==> config.mk <==
export PLATFORM = sky130hd
export DESIGN_NAME = inst_rom_ctrl
export DESIGN_NICKNAME = d
export VERILOG_FILES = /design/src/rtl/inst_rom_ctrl_pkg.sv /design/src/rtl/inst_rom_ctrl.sv
export SDC_FILE = /design/constraint.sdc
export NUM_CORES = 1
export LEC_CHECK = 0
export BUFFER_PORTS_ARGS = -buffer_cell sky130_fd_sc_hd__buf_4
export CAP_MARGIN = 0
export CORE_MARGIN = 2
export CORE_UTILIZATION = 40
export CTS_BUF_LIST = sky130_fd_sc_hd__clkbuf_8 sky130_fd_sc_hd__clkbuf_16
export DETAILED_ROUTE_END_ITERATION = 16
export GPL_ROUTABILITY_DRIVEN = 0
export PLACE_DENSITY = 0.7
export SLEW_MARGIN = 10
export SYNTH_ARGS = -nofsm -noshare
export SYNTH_HDL_FRONTEND = slang
export SYNTH_SLANG_ARGS = --single-unit
==> constraint.sdc <==
create_clock -name clk -period 1.9 [get_ports clk]
set_input_delay 0.38 -clock clk [delete_from_list [all_inputs] [get_ports clk]]
set_output_delay 0.38 -clock clk [all_outputs]
set_load 0.01 [all_outputs]
==> src/rtl/inst_rom_ctrl_pkg.sv <==
// Shared fetch-path definitions: bus widths, chip/reset levels,
// NOP encoding and the instruction ROM controller state encoding.
package inst_rom_ctrl_pkg;

  localparam int INST_ADDR_W = 16;
  localparam int INST_W      = 16;
  localparam int SRAM_ADDR_W = 18;

  typedef logic [INST_ADDR_W-1:0] inst_addr_bus_t;
  typedef logic [INST_W-1:0]      inst_bus_t;
  typedef logic [SRAM_ADDR_W-1:0] sram_addr_bus_t;

  localparam logic CHIP_ENABLE  = 1'b1;
  localparam logic CHIP_DISABLE = 1'b0;
  localparam logic RST_ENABLE   = 1'b1;

  localparam inst_bus_t NOP_INST = 16'h0800;

  typedef enum logic {
    IDLE   = 1'b0,
    ACCESS = 1'b1
  } rom_state_e;

endpackage

==> src/rtl/inst_rom_ctrl.sv <==
// Instruction fetch controller for an asynchronous external SRAM,
// with programmable read wait states and misaligned-pc trapping.
module inst_rom_ctrl
  import inst_rom_ctrl_pkg::*;
#(
  parameter int WAIT_CYCLES = 2
) (
  input  logic                   clk,
  input  logic                   rst,
  input  logic [INST_ADDR_W-1:0] pc,
  input  logic                   ce,
  input  logic                   req_valid,
  output logic                   req_ready,
  output logic [INST_W-1:0]      inst,
  output logic                   resp_valid,
  output logic                   addr_err,
  output logic                   stall_req,
  output logic [SRAM_ADDR_W-1:0] sram_addr,
  input  logic [INST_W-1:0]      sram_data_in,
  output logic                   sram_ce_n,
  output logic                   sram_oe_n,
  output logic                   sram_we_n
);

  localparam logic [3:0] WAIT_INIT = WAIT_CYCLES[3:0];

  rom_state_e     state, state_n;
  logic [3:0]     cnt, cnt_n;
  inst_bus_t      inst_q, inst_n;
  logic           rv_q, rv_n;
  logic           ae_q, ae_n;
  sram_addr_bus_t sa_q, sa_n;
  logic           cen_q, cen_n;
  logic           oen_q, oen_n;

  always_ff @(posedge clk) begin
    if (rst == RST_ENABLE) begin
      state  <= IDLE;
      cnt    <= '0;
      inst_q <= '0;
      rv_q   <= 1'b0;
      ae_q   <= 1'b0;
      sa_q   <= '0;
      cen_q  <= 1'b1;
      oen_q  <= 1'b1;
    end else begin
      state  <= state_n;
      cnt    <= cnt_n;
      inst_q <= inst_n;
      rv_q   <= rv_n;
      ae_q   <= ae_n;
      sa_q   <= sa_n;
      cen_q  <= cen_n;
      oen_q  <= oen_n;
    end
  end

  always_comb begin
    state_n = state;
    cnt_n   = cnt;
    inst_n  = inst_q;
    rv_n    = 1'b0;
    ae_n    = 1'b0;
    sa_n    = sa_q;
    cen_n   = cen_q;
    oen_n   = oen_q;
    unique case (state)
      IDLE: begin
        if (req_valid && ce == CHIP_ENABLE) begin
          if (pc[0]) begin
            // Misaligned fetch: answer with a NOP, SRAM untouched
            inst_n = NOP_INST;
            rv_n   = 1'b1;
            ae_n   = 1'b1;
          end else begin
            sa_n    = {3'b000, pc[15:1]};
            cen_n   = 1'b0;
            oen_n   = 1'b0;
            cnt_n   = WAIT_INIT;
            state_n = ACCESS;
          end
        end
      end
      ACCESS: begin
        if (ce != CHIP_ENABLE) begin
          cen_n   = 1'b1;
          oen_n   = 1'b1;
          cnt_n   = '0;
          state_n = IDLE;
        end else if (cnt != '0) begin
          cnt_n = cnt - 4'd1;
        end else begin
          inst_n  = sram_data_in;
          rv_n    = 1'b1;
          cen_n   = 1'b1;
          oen_n   = 1'b1;
          state_n = IDLE;
        end
      end
      default: state_n = IDLE;
    endcase
  end

  assign req_ready  = (state == IDLE);
  assign stall_req  = (state == ACCESS);
  assign inst       = inst_q;
  assign resp_valid = rv_q;
  assign addr_err   = ae_q;
  assign sram_addr  = sa_q;
  assign sram_ce_n  = cen_q;
  assign sram_oe_n  = oen_q;
  assign sram_we_n  = 1'b1;

endmodule

**Word level (Yosys, flattened, before mapping)**

Index checks and enable logic that the tools add are counted.

- $add $sub $neg: 1
- Equality and inequality tests: 7
- Mux-type cells: 25
- Bitwise gates (word level): 2
- Reduce and logical (&&, ||, !) cells: 7

Operators with widths:

| operator | number |
|---|---|
| 2-to-1 mux 16 bit | 4 |
| one-hot mux 16 bit (2 select lines) | 1 |
| 2-to-1 mux 4 bit | 4 |
| 2-to-1 mux 1 bit | 12 |
| AND reduction 3 bit | 3 |
| inequality test 2 bit, second input constant | 4 |
| one-hot mux 4 bit (2 select lines) | 1 |
| one-hot mux 1 bit (2 select lines) | 3 |
| AND reduction 4 bit | 1 |
| nonzero test 4 bit | 1 |
| subtractor 4 x 1 -> 4 bit, second input constant | 1 |
| inequality test 3 x 2 -> 1 bit, second input constant | 1 |
| inequality test 3 bit, second input constant | 1 |
| inequality test 2 x 1 -> 1 bit, second input constant | 1 |
| inverter 1 bit | 2 |
| OR reduction 2 bit | 1 |
| logical AND 1 bit | 1 |

- Bits in registers: 39
- Input port bits: 36
- Output and inout bits: 41
- Logic and storage cells: 49

**Depth between registers and ports, before layout**

Gate-level depths: netlist of run 1.

- Depth in word-level cells: 4
- Gate-level depth with buffers: 6
- Mapped depth without buffers: 5

**Worst setup path before layout of run 1**

Ideal clock, no wire load.

- Path kind: register to register
- From: register cnt[0]
- To: register inst_q[10] (netlist: inst[10])
- Setup time: 0.137 ns
- Arrival: 1.381 ns
- Required time: 1.763 ns
- Setup slack: 0.381 ns
- Cell stages (with the launch flop): 7
- Buffers on the path: 1
- Period minus slack after synthesis: 1.519 ns
- Path through: dfxtp_1 -> inv_1 -> ha_1 -> or3b_4 -> o21ai_4 -> buf_12 -> o32ai_2

- Longest elaborated chain between the ends: 3

Ends and longest elaborated chain:

| element | line | source |
|---|---|---|
| from (decl) | inst_rom_ctrl.sv:28 | `logic [3:0] cnt, cnt_n;` |
| from (signal assigned) | inst_rom_ctrl.sv:48 | `cnt <= cnt_n;` |
| nonzero test 4 bit | inst_rom_ctrl.sv:90 | `end else if (cnt != '0) begin` |
| inequality test 2 bit (no line) | - |  |
| AND reduction 4 bit (no line) | - |  |
| to (signal assigned) | inst_rom_ctrl.sv:49 | `inst_q <= inst_n;` |
| to (decl) | inst_rom_ctrl.sv:29 | `inst_bus_t inst_q, inst_n;` |

No other way between the ends.
A chain may end at the register's enable or synchronous reset.

**Final worst setup path of run 1**

- From: register cnt[0]
- To: register inst_q[11] (netlist: inst[11])

The elaborated chain is that of the path after synthesis.

==> results of run 1 <==
[cell type report]
type                            instances  area (um^2)  share of cell area
Clock buffer                            5         68.8              0.0298
Multi-Input combinational cell        111          741               0.321
Timing Repair Buffer                   76          571               0.247
Inverter                               19         71.3              0.0309
Clock inverter                          3         12.5             0.00542
Tap cell                               50         62.6              0.0271
Sequential cell                        39          781               0.338
[tightest hold or removal path, delay by kind of cell]
| kind | cells | cell delay [ps] |
|---|---|---|
| and+or+nand+nor | 1 | 40 |
| buffers and inverters | 1 | 110 |
| AOI/OAI and AO/OA | 1 | 50 |
[sequential cells by signal (all words and copies together) (netlist names)]
signal	flops
cnt	4
sram_addr	15
resp_valid	1
addr_err	1
sram_oe_n	1
inst	16
stall_req	1
[stage by stage]
step                setup slack (ps)  hold slack (ps)  cell area, um^2
floorplan                        381              481             1710
global placement                 273              443             2230
detailed placement               250              448             2230
CTS                              229              328             2310
global route                    76.5              334             2310
finish                           255              333             2310
[routing by layer]
metal | track usage | up-vias
li1 | - | 759
met1 | 0.196 | 686
met2 | 0.281 | 42
met3 | 0.0351 | 5
met4 | 0.0654 | 0
met5 | 0 | -
[layout by cell type (no fill, tap or decap), types with 2 or more instances in the layout]
cell type / Yosys / routed
a21oi_1: 18 / 18
buf_4: 5 / 76
clkbuf_8: 0 / 5
conb_1: 2 / 4
dfxtp_1: 39 / 39
ha_1: 2 / 2
inv_1: 18 / 20
nand2_1: 47 / 47
o22ai_1: 2 / 2
o32ai_1: 5 / 5
o32ai_2: 10 / 10
[power groups by stage]
stage	clock network, mW	logic [mW]	registers, mW
after global routing	0.567	0.228	0.852
final	0.519	0.210	0.850
after CTS	0.541	0.212	0.850
after detailed placement	0	0.212	0.869
after global placement	0	0.210	0.868
after floorplan	0	0.109	0.876
[kinds of logic after synthesis]
kind of cell / Yosys count / synth area share
AOI/OAI and AO/OA: 46 / 0.243
adders and majority gates: 2 / 0.0147
buffers and inverters: 36 / 0.108
DFF: 39 / 0.460
other: 2 / 0.00442
and+or+nand+nor: 59 / 0.169
[worst min-delay path by stage]
stage / to / slack, ps / startpoint / depth (start not counted)
after floorplan: sram_addr[0] / 480 / sram_addr[0] / 2
after global placement: sram_addr[11] / 440 / sram_addr[11] / 2
after detailed placement: sram_addr[0] / 450 / sram_addr[0] / 2
after CTS: sram_addr[0] / 330 / pc[1] / 3
after global routing: sram_addr[2] / 330 / pc[3] / 3
final: sram_addr[9] / 330 / pc[10] / 3
==> impl_metrics.yaml, run 1 <==
drt:
  wl_met2_um: 2000
  routed.top_layer: "met4"
  viasPerCell: 4.92
  wl_per_cell_um: 12.7
  vias: 1492
  drc: 0
  wl_met3_um: 199
  drt-met1-wl_um: 1600
  drtIter0Drc: 125
  wirelength_um: 3860
  drt_pass1_iterations: 6
  antenna_left: 0
synth:
  ys.flop_type: "dfxtp_1"
  avgSynthCellArea_um2: 9.23
  yosysTopAreaCell: "dfxtp_1"
  ys_seq_area_frac: 0.460
  synth_enable_flop_cells: 0
  synth_area_um2: 1700
  synth_commonest_cells: "nand2_1, dfxtp_1, a21oi_1, inv_1, o32ai_2"
  yosys_warnings: 0
  ys_ff_latch: 39
  synth_area_leaders: "dfxtp_1, nand2_1, o32ai_2"
  synth_cells: 184
  synthMostInstantiatedCell: "nand2_1"
  synth.distinct_cells: 38
  synthArstFlopShare: 0
  synth_top_area_share: 0.460
clock_tree:
  clk_path_buf_depth: 2
  clock_latency_ps: 280
  cts.repair.resized: 0
  hold_buffers: 0
  clkSinkCount: 39
  clk_pin_slew_ps: 70
  cts_buffers: 5
  cts_max_level: 2
  cts_tree: "done"
  post-cts-setup-buffers: 0
  root_buffer: "clkbuf_8"
critical_path:
  crit_type: "flop to flop"
  crit_arrival_ps: 1830
  r2r_slack_ps: 250
  critPathBufInv: 1
  cp_top_family: "simple AND/OR/NAND/NOR gates"
  r2r.worst_path.cells: 5
  path_max_fanout: 18
  cp.depth: 5
  critPathLaunchType: "flop"
  cpMaxStageDelayCell: "nor3b_2"
  crit_end: "inst[11]"
  critPathLaunch: "cnt[0]"
  max_stage_delay_ps: 340
  crit_chain: "inv_1, ha_1, nor3b_2, nand3_4, o221a_1"
  cp.required_ps: 2080
  critPathCaptureType: "flop"
  reg2reg_from: "cnt[0]"
  rr_endpoint: "inst[11]"
status:
  status: "finished, final reports clean"
layout:
  fill_cells: 374
  final_cells: 303
  synthToLayoutAreaGrowth_pct: 35.9
  utilization: 0.573
  drive_gt1_frac: 0.387
  nets: 290
  antenna_cells: 0
pwr:
  seq_power_share: 0.538
  internal_power_mw: 1.19
  combPwrFrac: 0.133
  pwr-share-clk: 0.329
  p_sw_mw: 0.389
  ir_drop_mv: 0.263
  leakage_nw: 1.03
  p_per_area_nw_per_um2: 684
  swShare: 0.246
  finalPower_mw: 1.58
sta:
  max_freq_mhz: 608
  finalSetupViolCount: 0
  fin_crit_ps: 1650
  fin_crit_sh: 0.866
  skew_ps: 3.30
  drv_slew: 0
  hold_viol: 0
  setup_tns_ps: 0
  rsz0062_at_grt: "false"
global_route:
  grt_start_max_net_pins: 21
  antenna_found_initial: 0
  overflow: 0
  grt_pass1_vias: 1374
  grt_pass1_wl_um: 6420
  grt.total_usage: 0.163
floorplanning:
  dieWidth_um: 69.2
  core_area_um2: 4030
  num_rows: 23
  die_area_um2: 4780
  ioPinCount: 77
  start_util: 0.421
  die_h_um: 69.2
place:
  placement.io_buffers: 72
  hpwl_um: 2820
  dp_cells: 295
job:
  drv_cap: 0
hold_path:
  hold_path.class: "input pin to flop"
(Power assumes the default switching activity.)
==> inputs of run 2 (changes only) <==
Settings changed: CTS_BUF_LIST sky130_fd_sc_hd__clkbuf_8 sky130_fd_sc_hd__clkbuf_16 to sky130_fd_sc_hd__clkbuf_16.
==> run 2 against run 1 <==
  * Clock skew fell by 1.4 ps
  * Final area rose by 2.4%
  * Power rose by 16%
  * Global-route usage rose by 0.40 points
  * Core utilization rose by 1.4 points
  * Combinational power barely moved
  * Non-clock buffer count did not move
  * Via count fell by 0.20%
  * Sequential power barely moved
  * Die area did not move
  * Clock power rose by 48%
  * Flip-flop and latch count did not move
  * Critical path type unchanged
==> impl_metrics.yaml, run 2 (same netlist as run 1, synthesis figures left out) <==
sta:
  setup_tns_ps: 0
  skew_ps: 1.90
  rsz0062_at_grt: "false"
  fin_crit_ps: 1640
  drv_slew: 0
  max_freq_mhz: 608
  holdWs_ps: 348
  hold_viol: 0
  finalSetupViolCount: 0
  fin_crit_sh: 0.865
layout:
  final_cells: 303
  drive_gt1_frac: 0.387
  largest_register_ffs: 16
  antenna_cells: 0
  ff_latch_area_um2: 781
  final_common_cell: "buf_4"
  multi_input_area_um2: 741
  fill_cells: 362
  nets: 290
  mostFrequentLayoutCells: "buf_4, nand2_1, dfxtp_1, inv_1, a21oi_1"
  synthToLayoutAreaGrowth_pct: 39.2
drt:
  wl_per_cell_um: 12.8
  drc: 0
  vias: 1489
  antenna_left: 0
  drt_pass1_iterations: 4
  drtIter0Drc: 91
  wirelength_um: 3890
  viasPerCell: 4.91
status:
  status: "finished, final reports clean"
floorplanning:
  die_h_um: 69.2
  die_area_um2: 4780
  core_area_um2: 4030
  ioPinCount: 77
  dieWidth_um: 69.2
  start_util: 0.421
  num_rows: 23
clock_tree:
  cts_tree: "done"
  clk_pin_slew_ps: 50
  hold_buffers: 0
  clk_path_buf_depth: 2
  cts_max_level: 2
  root_buffer: "clkbuf_16"
  clock_latency_ps: 270
  post-cts-setup-buffers: 0
  cts_buffers: 5
  clkSinkCount: 39
  cts.repair.resized: 0
critical_path:
  cp.required_ps: 2070
  critPathLaunchType: "flop"
  crit_type: "flop to flop"
  cpMaxStageDelayCell: "nor3b_2"
  crit_chain: "inv_1, ha_1, nor3b_2, nand3_4, o221a_1"
  max_stage_delay_ps: 340
  path_max_fanout: 18
  crit_arrival_ps: 1810
  critPathCaptureType: "flop"
  r2r.worst_path.cells: 5
place:
  placement.io_buffers: 72
  dp_cells: 295
  hpwl_um: 2820
global_route:
  antenna_found_initial: 0
  grt_start_max_net_pins: 21
  grt.total_usage: 0.167
  grt_pass1_wl_um: 6450
  overflow: 0
  grt_pass1_vias: 1367
pwr:
  ir_drop_mv: 0.424
  swShare: 0.226
  leakage_nw: 1.05
  seq_power_share: 0.465
  p_sw_mw: 0.413
  p_per_area_nw_per_um2: 775
  finalPower_mw: 1.83
  pwr-share-clk: 0.421
  combPwrFrac: 0.115
  internal_power_mw: 1.42
job:
  drv_cap: 0
hold_path:
  hold_path.class: "input pin to flop"
  hold_depth: 3
## run 2: cell types whose count changed in the layout (fill, tap and decap cells not counted)
cell,before,now
clkbuf_16,0,5
clkbuf_8,5,0
## run 2: layout make-up
cell class,instances,area share
well taps,50,0.0265
flip-flops and latches,39,0.330
clock inverters,3,0.00529
multi-input cells,111,0.313
repair buffers,76,0.241
inverters,19,0.0302
clock buffers,5,0.0529
## run 2: worst paths after layout
path / from / end / slack [ps]
setup reg to reg: cnt[0] / inst[11] / 260
setup / recovery: cnt[0] / inst[11] / 260
hold / removal: pc[10] / sram_addr[9] / 350
hold reg to reg: sram_addr[10] / sram_addr[10] / 450
## run 2: critical path, delay by kind of cell (launching register included)
kind / cells / cell delay, ps
buf+inv: 1 / 110
flops: 1 / 310
simple gates: 2 / 630
compound gates: 1 / 320
fa+ha+maj: 1 / 160
## run 2: power by group through the flow
stage	sequential (mW)	clock [mW]	combinational [mW]
3_5_place_dp	0.869	0	0.212
5_1_grt	0.854	0.830	0.229
3_3_place_gp	0.868	0	0.210
2_1_floorplan	0.876	0	0.109
6_report	0.851	0.770	0.210
4_1_cts	0.851	0.795	0.212
## run 2: through the flow
stage,worst slack (ps),cell area [um^2],utilization
floorplan,381,1710,-
global placement,273,2230,0.552
detailed placement,250,2230,0.552
CTS,232,2360,0.587
global route,82.2,2360,0.587
finish,256,2360,0.587
## run 2: layer usage
metal,share of wire,wire length (um),GRT usage
met3,0.049,189,0.0482
met5,0,0,0
met2,0.51,1990,0.281
met1,0.42,1640,0.197
met4,0.019,74,0.0719
==> inputs of run 3 (changes only) <==
Settings changed: RECOVER_POWER set to 50.
==> run 3 against run 2 <==
  * Sequential share of layout area increased by 1.9 points
  * Worst hold slack gained 0.60 ps
  * Flip-flop and latch count unchanged
  * Combinational power shrank 8%
  * Non-clock buffer count did not move
  * Maximum frequency is 0.26% higher
  * Global-route usage unchanged
  * Critical path depth grew 1
  * Highest routed layer unchanged
==> impl_metrics.yaml, run 3 (same netlist as run 1, synthesis figures left out) <==
clock_tree:
  cts_tree: "done"
  clk_path_buf_depth: 2
  clock_latency_ps: 270
  hold_buffers: 0
  clk_pin_slew_ps: 50
  clkSinkCount: 39
  cts.repair.resized: 0
  cts_buffers: 5
  cts_max_level: 2
  post-cts-setup-buffers: 0
  root_buffer: "clkbuf_16"
layout:
  multi_input_area_um2: 741
  mostFrequentLayoutCells: "nand2_1, buf_4, dfxtp_1, clkbuf_1, inv_1"
  largest_register_ffs: 16
  synthToLayoutAreaGrowth_pct: 31.5
  antenna_cells: 0
  final_common_cell: "nand2_1"
  fin_area_um2: 2230
  ff_latch_area_um2: 781
  final_cells: 303
  nets: 290
  fill_cells: 405
  utilization: 0.554
  drive_gt1_frac: 0.245
global_route:
  overflow: 0
  antenna_found_initial: 0
  grt_start_max_net_pins: 21
  grt_pass1_vias: 1367
  grt_pass1_wl_um: 6450
  grt.total_usage: 0.167
drt:
  drtIter0Drc: 88
  antenna_left: 0
  drt_pass1_iterations: 4
  wl_met2_um: 2000
  drt-met1-wl_um: 1590
  drc: 0
  routed.top_layer: "met4"
  wirelength_um: 3890
  wl_per_cell_um: 12.8
  vias: 1502
  viasPerCell: 4.96
  wl_met3_um: 229
pwr:
  leakage_nw: 0.909
  p_per_area_nw_per_um2: 812
  ir_drop_mv: 0.422
critical_path:
  critPathLaunchType: "flop"
  path_max_fanout: 16
  crit_type: "flop to flop"
  crit_arrival_ps: 1860
  cpMaxStageDelayCell: "or3b_4"
  max_stage_delay_ps: 410
  critPathCaptureType: "flop"
  r2r_slack_ps: 260
  cp.required_ps: 2120
  crit_chain: "inv_1, ha_1, or3b_4, o21ai_4, buf_4, o221a_1"
job:
  drv_cap: 0
floorplanning:
  num_rows: 23
  start_util: 0.421
  core_area_um2: 4030
  dieWidth_um: 69.2
  ioPinCount: 77
  die_area_um2: 4780
  die_h_um: 69.2
sta:
  fin_crit_ps: 1640
  tightest_slew_ps: 521
  drv_slew: 0
  max_freq_mhz: 610
  skew_ps: 1.54
  rsz0062_at_grt: "false"
  fin_crit_sh: 0.863
  finalSetupViolCount: 0
  slew-limit-headroom: 0.653
  hold_viol: 0
  setup_tns_ps: 0
place:
  dp_cells: 295
  placed_cell_area_um2: 2230
  hpwl_um: 2820
  placement.io_buffers: 72
hold_path:
  hold_path.class: "input pin to flop"
status:
  status: "finished, final reports clean"
==> run 3: changes by cell type in the layout (fill, tap and decap cells not counted), sizes merged <==
cell | previous run | this run
buf | 76 | 41
clkbuf | 5 | 40
==> run 3: cell type report <==
cell class | instances | area share
multi-input cells | 111 | 0.332
clock inverters | 3 | 0.00561
repair buffers | 76 | 0.197
well taps | 50 | 0.0280
flip-flops and latches | 39 | 0.350
inverters | 19 | 0.0320
clock buffers | 5 | 0.0561
==> run 3: path summary, 6_finish.rpt <==
path,startpoint,to,cells after the start
hold reg to reg,sram_addr[10],sram_addr[10],2
hold / removal,pc[10],sram_addr[9],3
setup reg to reg,cnt[0],inst[11],6
setup / recovery,cnt[0],inst[11],6
==> run 3: critical path: cells and delay by family (launching register included) <==
| kind | cells | cell delay, ps |
|---|---|---|
| AO/OA/AOI/OAI | 2 | 330 |
| adder cells (fa/ha/maj) | 1 | 160 |
| buffers and inverters | 2 | 360 |
| flip-flops | 1 | 310 |
| AND/OR/NAND/NOR | 1 | 410 |
==> run 3: layer usage <==
layer	vias up	global-route usage
li1	762	-
met1	692	0.197
met2	42	0.281
met3	6	0.0482
met4	0	0.0719
met5	-	0
==> run 3: stage by stage <==
stage	total power, mW	hold slack, ps	worst slack (ps)
floorplan	0.985	481	381
global placement	1.08	443	273
detailed placement	1.08	448	250
CTS	1.86	345	232
global route	1.90	353	82.2
finish	1.81	349	260
==> run 3: power breakdown <==
group	internal, mW	total, mW	switching, mW	leakage [nW]
registers	0.839	0.851	0.0115	0.316
clock network	0.473	0.768	0.295	0.0762
logic	0.0905	0.194	0.104	0.517
